`src/rtl/spi_peripheral.sv`:
```
// SPI mode-0 peripheral: first byte of a CS-low frame is an opcode, following bytes are operands.
// Define SPI_INPUT_SYNC_EN to put 2-flop synchronizers on the three SPI pins.
`timescale 1ns/1ps
`default_nettype none

module spi_peripheral (
  input  logic        clock_spi_in,
  input  logic        reset_spi_n_in,
  input  logic        spi_select_n_in,
  input  logic        spi_clock_in,
  input  logic        spi_data_in,
  output logic        spi_data_out,
  output logic [7:0]  op_code_out,
  output logic        op_code_valid_out,
  output logic [7:0]  operand_out,
  output logic        operand_valid_out,
  output logic [31:0] operand_count_out,
  input  logic [7:0]  response_in,
  input  logic        response_valid_in
);

  typedef enum logic [1:0] {IDLE, OPCODE, OPERAND} state_t;

  logic w_cs_pin;
  logic w_sclk_pin;
  logic w_copi_pin;

`ifdef SPI_INPUT_SYNC_EN
  logic [1:0] r_cs_sync;
  logic [1:0] r_sclk_sync;
  logic [1:0] r_copi_sync;

  always_ff @(posedge clock_spi_in or negedge reset_spi_n_in) begin
    if (!reset_spi_n_in) begin
      r_cs_sync   <= 2'b00;
      r_sclk_sync <= 2'b00;
      r_copi_sync <= 2'b00;
    end else begin
      r_cs_sync   <= {r_cs_sync[0], spi_select_n_in};
      r_sclk_sync <= {r_sclk_sync[0], spi_clock_in};
      r_copi_sync <= {r_copi_sync[0], spi_data_in};
    end
  end

  assign w_cs_pin   = r_cs_sync[1];
  assign w_sclk_pin = r_sclk_sync[1];
  assign w_copi_pin = r_copi_sync[1];
`else
  assign w_cs_pin   = spi_select_n_in;
  assign w_sclk_pin = spi_clock_in;
  assign w_copi_pin = spi_data_in;
`endif

  logic r_cs_cur;
  logic r_cs_prev;
  logic r_sclk_cur;
  logic r_sclk_prev;
  logic r_copi_cur;

  // COPI is sampled in the same stage as SCLK so the data bit lines up with its rising edge.
  always_ff @(posedge clock_spi_in or negedge reset_spi_n_in) begin
    if (!reset_spi_n_in) begin
      r_cs_cur    <= 1'b0;
      r_cs_prev   <= 1'b0;
      r_sclk_cur  <= 1'b0;
      r_sclk_prev <= 1'b0;
      r_copi_cur  <= 1'b0;
    end else begin
      r_cs_cur    <= w_cs_pin;
      r_cs_prev   <= r_cs_cur;
      r_sclk_cur  <= w_sclk_pin;
      r_sclk_prev <= r_sclk_cur;
      r_copi_cur  <= w_copi_pin;
    end
  end

  logic w_cs_fall;
  logic w_cs_rise;
  logic w_sclk_rise;
  logic w_sclk_fall;

  assign w_cs_fall   =  r_cs_prev & ~r_cs_cur;
  assign w_cs_rise   = ~r_cs_prev &  r_cs_cur;
  assign w_sclk_rise = ~r_sclk_prev &  r_sclk_cur;
  assign w_sclk_fall =  r_sclk_prev & ~r_sclk_cur;

  state_t      r_state;
  logic [2:0]  r_bit_cnt;
  logic [7:0]  r_rx_shift;
  logic [7:0]  r_tx_shift;
  logic [7:0]  r_op_code;
  logic        r_op_valid;
  logic [7:0]  r_operand;
  logic        r_operand_valid;
  logic [31:0] r_operand_count;
  logic        r_operand_seen;

  logic [7:0]  w_rx_byte;
  assign w_rx_byte = {r_rx_shift[6:0], r_copi_cur};

  always_ff @(posedge clock_spi_in or negedge reset_spi_n_in) begin
    if (!reset_spi_n_in) begin
      r_state         <= IDLE;
      r_bit_cnt       <= 3'd0;
      r_rx_shift      <= 8'h00;
      r_tx_shift      <= 8'h00;
      r_op_code       <= 8'h00;
      r_op_valid      <= 1'b0;
      r_operand       <= 8'h00;
      r_operand_valid <= 1'b0;
      r_operand_count <= 32'd0;
      r_operand_seen  <= 1'b0;
    end else if (w_cs_rise) begin
      // Frame end: drop any partial byte, keep the last opcode/operand values visible.
      r_state         <= IDLE;
      r_bit_cnt       <= 3'd0;
      r_rx_shift      <= 8'h00;
      r_tx_shift      <= 8'h00;
      r_op_valid      <= 1'b0;
      r_operand_valid <= 1'b0;
      r_operand_count <= 32'd0;
      r_operand_seen  <= 1'b0;
    end else begin
      case (r_state)
        IDLE: begin
          if (w_cs_fall) begin
            r_state    <= OPCODE;
            r_tx_shift <= 8'h00;
            if (w_sclk_rise) begin
              r_rx_shift <= {7'd0, r_copi_cur};
              r_bit_cnt  <= 3'd1;
            end else begin
              r_rx_shift <= 8'h00;
              r_bit_cnt  <= 3'd0;
            end
          end
        end

        OPCODE, OPERAND: begin
          if (w_sclk_rise) begin
            r_rx_shift <= w_rx_byte;
            r_bit_cnt  <= r_bit_cnt + 3'd1;
            if (r_bit_cnt == 3'd7) begin
              r_tx_shift <= 8'h00;
              if (r_state == OPCODE) begin
                r_op_code  <= w_rx_byte;
                r_op_valid <= 1'b1;
                r_state    <= OPERAND;
              end else begin
                r_operand       <= w_rx_byte;
                r_operand_valid <= 1'b1;
                r_operand_seen  <= 1'b1;
                if (r_operand_seen) begin
                  r_operand_count <= r_operand_count + 32'd1;
                end
              end
            end else begin
              r_operand_valid <= 1'b0;
            end
          end else if (w_sclk_fall && (r_bit_cnt != 3'd0)) begin
            // The falling edge after the 8th bit is skipped so a freshly loaded response keeps bit 7.
            r_tx_shift <= {r_tx_shift[6:0], 1'b0};
          end

          if (response_valid_in && (r_bit_cnt == 3'd0)) begin
            r_tx_shift <= response_in;
          end
        end

        default: r_state <= IDLE;
      endcase
    end
  end

  assign spi_data_out      = (r_state == OPERAND) & r_tx_shift[7];
  assign op_code_out       = r_op_code;
  assign op_code_valid_out = r_op_valid;
  assign operand_out       = r_operand;
  assign operand_valid_out = r_operand_valid;
  assign operand_count_out = r_operand_count;

endmodule

`default_nettype wire

```
`config.mk`:
```
export PLATFORM = sky130hd
export DESIGN_NAME = spi_peripheral
export DESIGN_NICKNAME = d
export VERILOG_FILES = /design/src/rtl/spi_peripheral.sv
export SDC_FILE = /design/constraint.sdc
export NUM_CORES = 1
export LEC_CHECK = 0
export BUFFER_PORTS_ARGS = -buffer_cell sky130_fd_sc_hd__clkbuf_2
export CORE_MARGIN = 4
export CORE_UTILIZATION = 50
export DETAILED_ROUTE_END_ITERATION = 10
export PLACE_DENSITY = 0.72
export RECOVER_POWER = 100
export SLEW_MARGIN = 20
export SYNTH_ARGS = -nofsm -noshare
export SYNTH_HDL_FRONTEND = slang
export SYNTH_SLANG_ARGS = --single-unit
```
`constraint.sdc`:
```
create_clock -name clock_spi_in -period 2.35 [get_ports clock_spi_in]
set_input_delay 0 -clock clock_spi_in [delete_from_list [all_inputs] [get_ports clock_spi_in]]
set_output_delay 0 -clock clock_spi_in [all_outputs]
set_load 0.01 [all_outputs]
```
==> results.toml <==
[timing]
hold_viol = 0
slew_headroom = -0.2394
max_freq_mhz = 456.0
setup_viol = 0
finClkSkew_ns = 0.01475
worstMarginPinSlew_ns = 1.859
setup_tns_ns = 0
min_period_ns = 2.193
maxSlewViolCount = 77
rsz0062_at_grt = "no"
finalCritPeriodShare = 0.9332

[placement]
dp_hpwl_um = 5882
placedCellCount = 535
portBuffers = 64
place_congestion = 0.8396

[global_route]
grt_pass1_wl_um = 14210
grt_overflow = 0
first_global_vias = 3105
grt_max_degree = 77
antenna_found_initial = 0
grtUsageTotal = 0.1986

[routing]
ant_nets = 0
vias_per_cell = 5.636
dr.pass1.iters = 4
drc_errors = 0
wl_um = 8433
vias = 3145
dr.first_iter.drc_count = 90
wire_per_inst_um = 15.11

[synth]
ys_seq_area_frac = 0.4961
synth-edff-count = 0
syn-num-nets = 395
syn_avg_cell_area_um2 = 10.28
synthCells = 373
ys.warnings.count = 0
async_reset_ff_frac = 1.000
ys_types = 46
syn_area_mm2 = 0.003834
ys_ff_latch = 76
synth_ff_type = "dfrtp_1"

[floorplan]
die-area_mm2 = 0.009133
dieWidth_um = 95.57
rows = 31
die_y_um = 95.57
start_util = 0.5202
num_io_pins = 65
core_area_mm2 = 0.007370

[worst_setup_path]
cp-end-kind = "flop"
reg2reg_depth = 7
crit_start = "r_bit_cnt[0]"
critPathRequiredTime_ns = 2.59
r2r-end = "operand_count_out[27]"
worstSetupPathType = "reg -> reg"
ff2ff_setup_slack_ns = 0.16
worstPathMaxFanout = 33
regToRegStartpoint = "r_bit_cnt[0]"
arrival_ns = 2.44
start_kind = "flop"

[worst_hold_path]
hold_end = "r_tx_shift[5]"
hp-start = "response_in[5]"
hp-class = "in -> reg"
hold-path-cell-count = 4

[cts]
cts_hold_buf = 7
cts-root-buf = "clkbuf_8"
worstSkewPairLatency_ns = 0.36
cts_resized = 0
cts_tree = "built"
htree_levels = 3
cts_setup_buffers = 0
cts_buffers = 9
clkSinkCount = 76
cts_buffer_depth = 2
path_clk_slew_ns = 0.09

[power_and_ir_drop]
power_density_mw_per_mm2 = 699.4
cellLeakagePower_nw = 1.936
ir_drop_v = 0.0005955

[layout]
layout.cells.most_common = "dfrtp_1"
final_cell_mix = "dfrtp_1 (76), clkbuf_1 (55), nand2_1 (40)"
fin_cells = 558
final_nets = 476
diodes = 0
areaGrowthSynthToFinish_pct = 17.13
drive_gt1_frac = 0.1721
fillers = 680

[outcome]
violations = "capacitance limit, slew limit"
status = "complete, but fails checks"

[job]
max-cap-violations = 1
## worst max-delay path by stage
stage	end	slack, ns	depth (start not counted)
after global placement	operand_count_out[29]	0.25	7
after detailed placement	operand_count_out[31]	0.19	7
final	operand_count_out[27]	0.16	7
after floorplan	op_code_out[0]	0.18	6
after global routing	op_code_out[5]	0.04	7
after CTS	operand_count_out[31]	0.17	7
## worst max-delay path: stages (launching register included)
cell and delay [ns]:
dfrtp_1 0.40, ha_1 0.16, ha_1 0.21, and4bb_4 0.31, a31oi_4 0.10, buf_12 0.19
nor4_1 0.33, mux2_2 0.37
## cells in the mapped netlist, drive strengths merged (2+ instances only)
cell type,instances,area [µm²]
a21oi,28,140.1
clkbuf,16,110.1
inv,14,52.55
nand4,12,90.09
nor3,3,15.01
or4,15,115.1
or3,6,41.29
nor2,21,78.83
ha,8,100.1
nor2b,8,50.05
xor2,3,26.28
nand2,40,150.1
o31ai,15,112.6
buf,2,8.750
a22oi,2,15.01
dfrtp,76,1902
a32o,2,20.02
o31a,2,17.52
and2,2,13.77
mux2,27,304.0
and4,4,36.29
nand3b,3,22.52
xnor2,3,26.28
o22ai,3,18.77
nand2b,2,12.51
o21ai,16,80.08
nand3,18,90.09
and3,4,25.02
nor4,8,50.05
## area by class of cell
| type | count | area, µm² | share of cell area |
|---|---|---|---|
| Sequential cell | 76 | 1902 | 0.4235 |
| Multi-Input combinational cell | 265 | 1760 | 0.3920 |
| Timing Repair Buffer | 88 | 439.2 | 0.09780 |
| Clock buffer | 9 | 123.9 | 0.02758 |
| Tap cell | 99 | 123.9 | 0.02758 |
| Clock inverter | 7 | 88.84 | 0.01978 |
| Inverter | 14 | 52.55 | 0.01170 |
## sequential cells by signal, indices dropped and copies added (netlist names)
signal,cells
r_sclk_cur,1
operand_valid_out,1
operand_count_out,32
r_state,2
r_cs_cur,1
r_sclk_prev,1
r_copi_cur,1
r_operand_seen,1
r_bit_cnt,3
r_cs_prev,1
r_tx_shift,8
operand_out,8
op_code_out,8
op_code_valid_out,1
r_rx_shift,7
## kinds of logic (layout without fill, tap and decap cells)
logic type	Yosys count	in the layout	share of synthesized area
buffers and inverters	32	118	0.04471
XOR/XNOR	6	6	0.01371
flip-flops	76	76	0.4961
multiplexers	28	28	0.08192
AND/OR/NAND/NOR	151	151	0.2193
adder cells (fa/ha/maj)	8	8	0.02611
AO/OA/AOI/OAI	72	72	0.1181
## per-stage QoR
step / cell area, µm² / power, mW / hold WS [ns] / util / setup slack, ns
4_1_cts: 4597 / 3.233 / 0.03238 / 0.6238 / 0.1711
2_1_floorplan: 3834 / 1.896 / -0.2956 / - / 0.1758
5_1_grt: 4491 / 3.312 / 0.08476 / 0.6093 / 0.03867
6_report: 4491 / 3.141 / 0.05324 / 0.6093 / 0.1571
3_5_place_dp: 4314 / 2.146 / 0.1100 / 0.5854 / 0.1909
3_3_place_gp: 4314 / 2.121 / 0.1096 / 0.5854 / 0.2512
## power by group
group	switching, mW	internal (mW)
Sequential	0.0613	1.38
Clock	0.548	0.520
Combinational	0.392	0.237
Total	1.00	2.14
## metal layers
layer | wire, µm | vias up | GRT usage
met3 | 380 | 10 | 0.04183
met2 | 4262 | 67 | 0.3393
met1 | 3682 | 1548 | 0.2461
met5 | 0 | - | 0
met4 | 108 | 0 | 0.07464
li1 | - | 1520 | -
(Power assumes the default switching activity.)
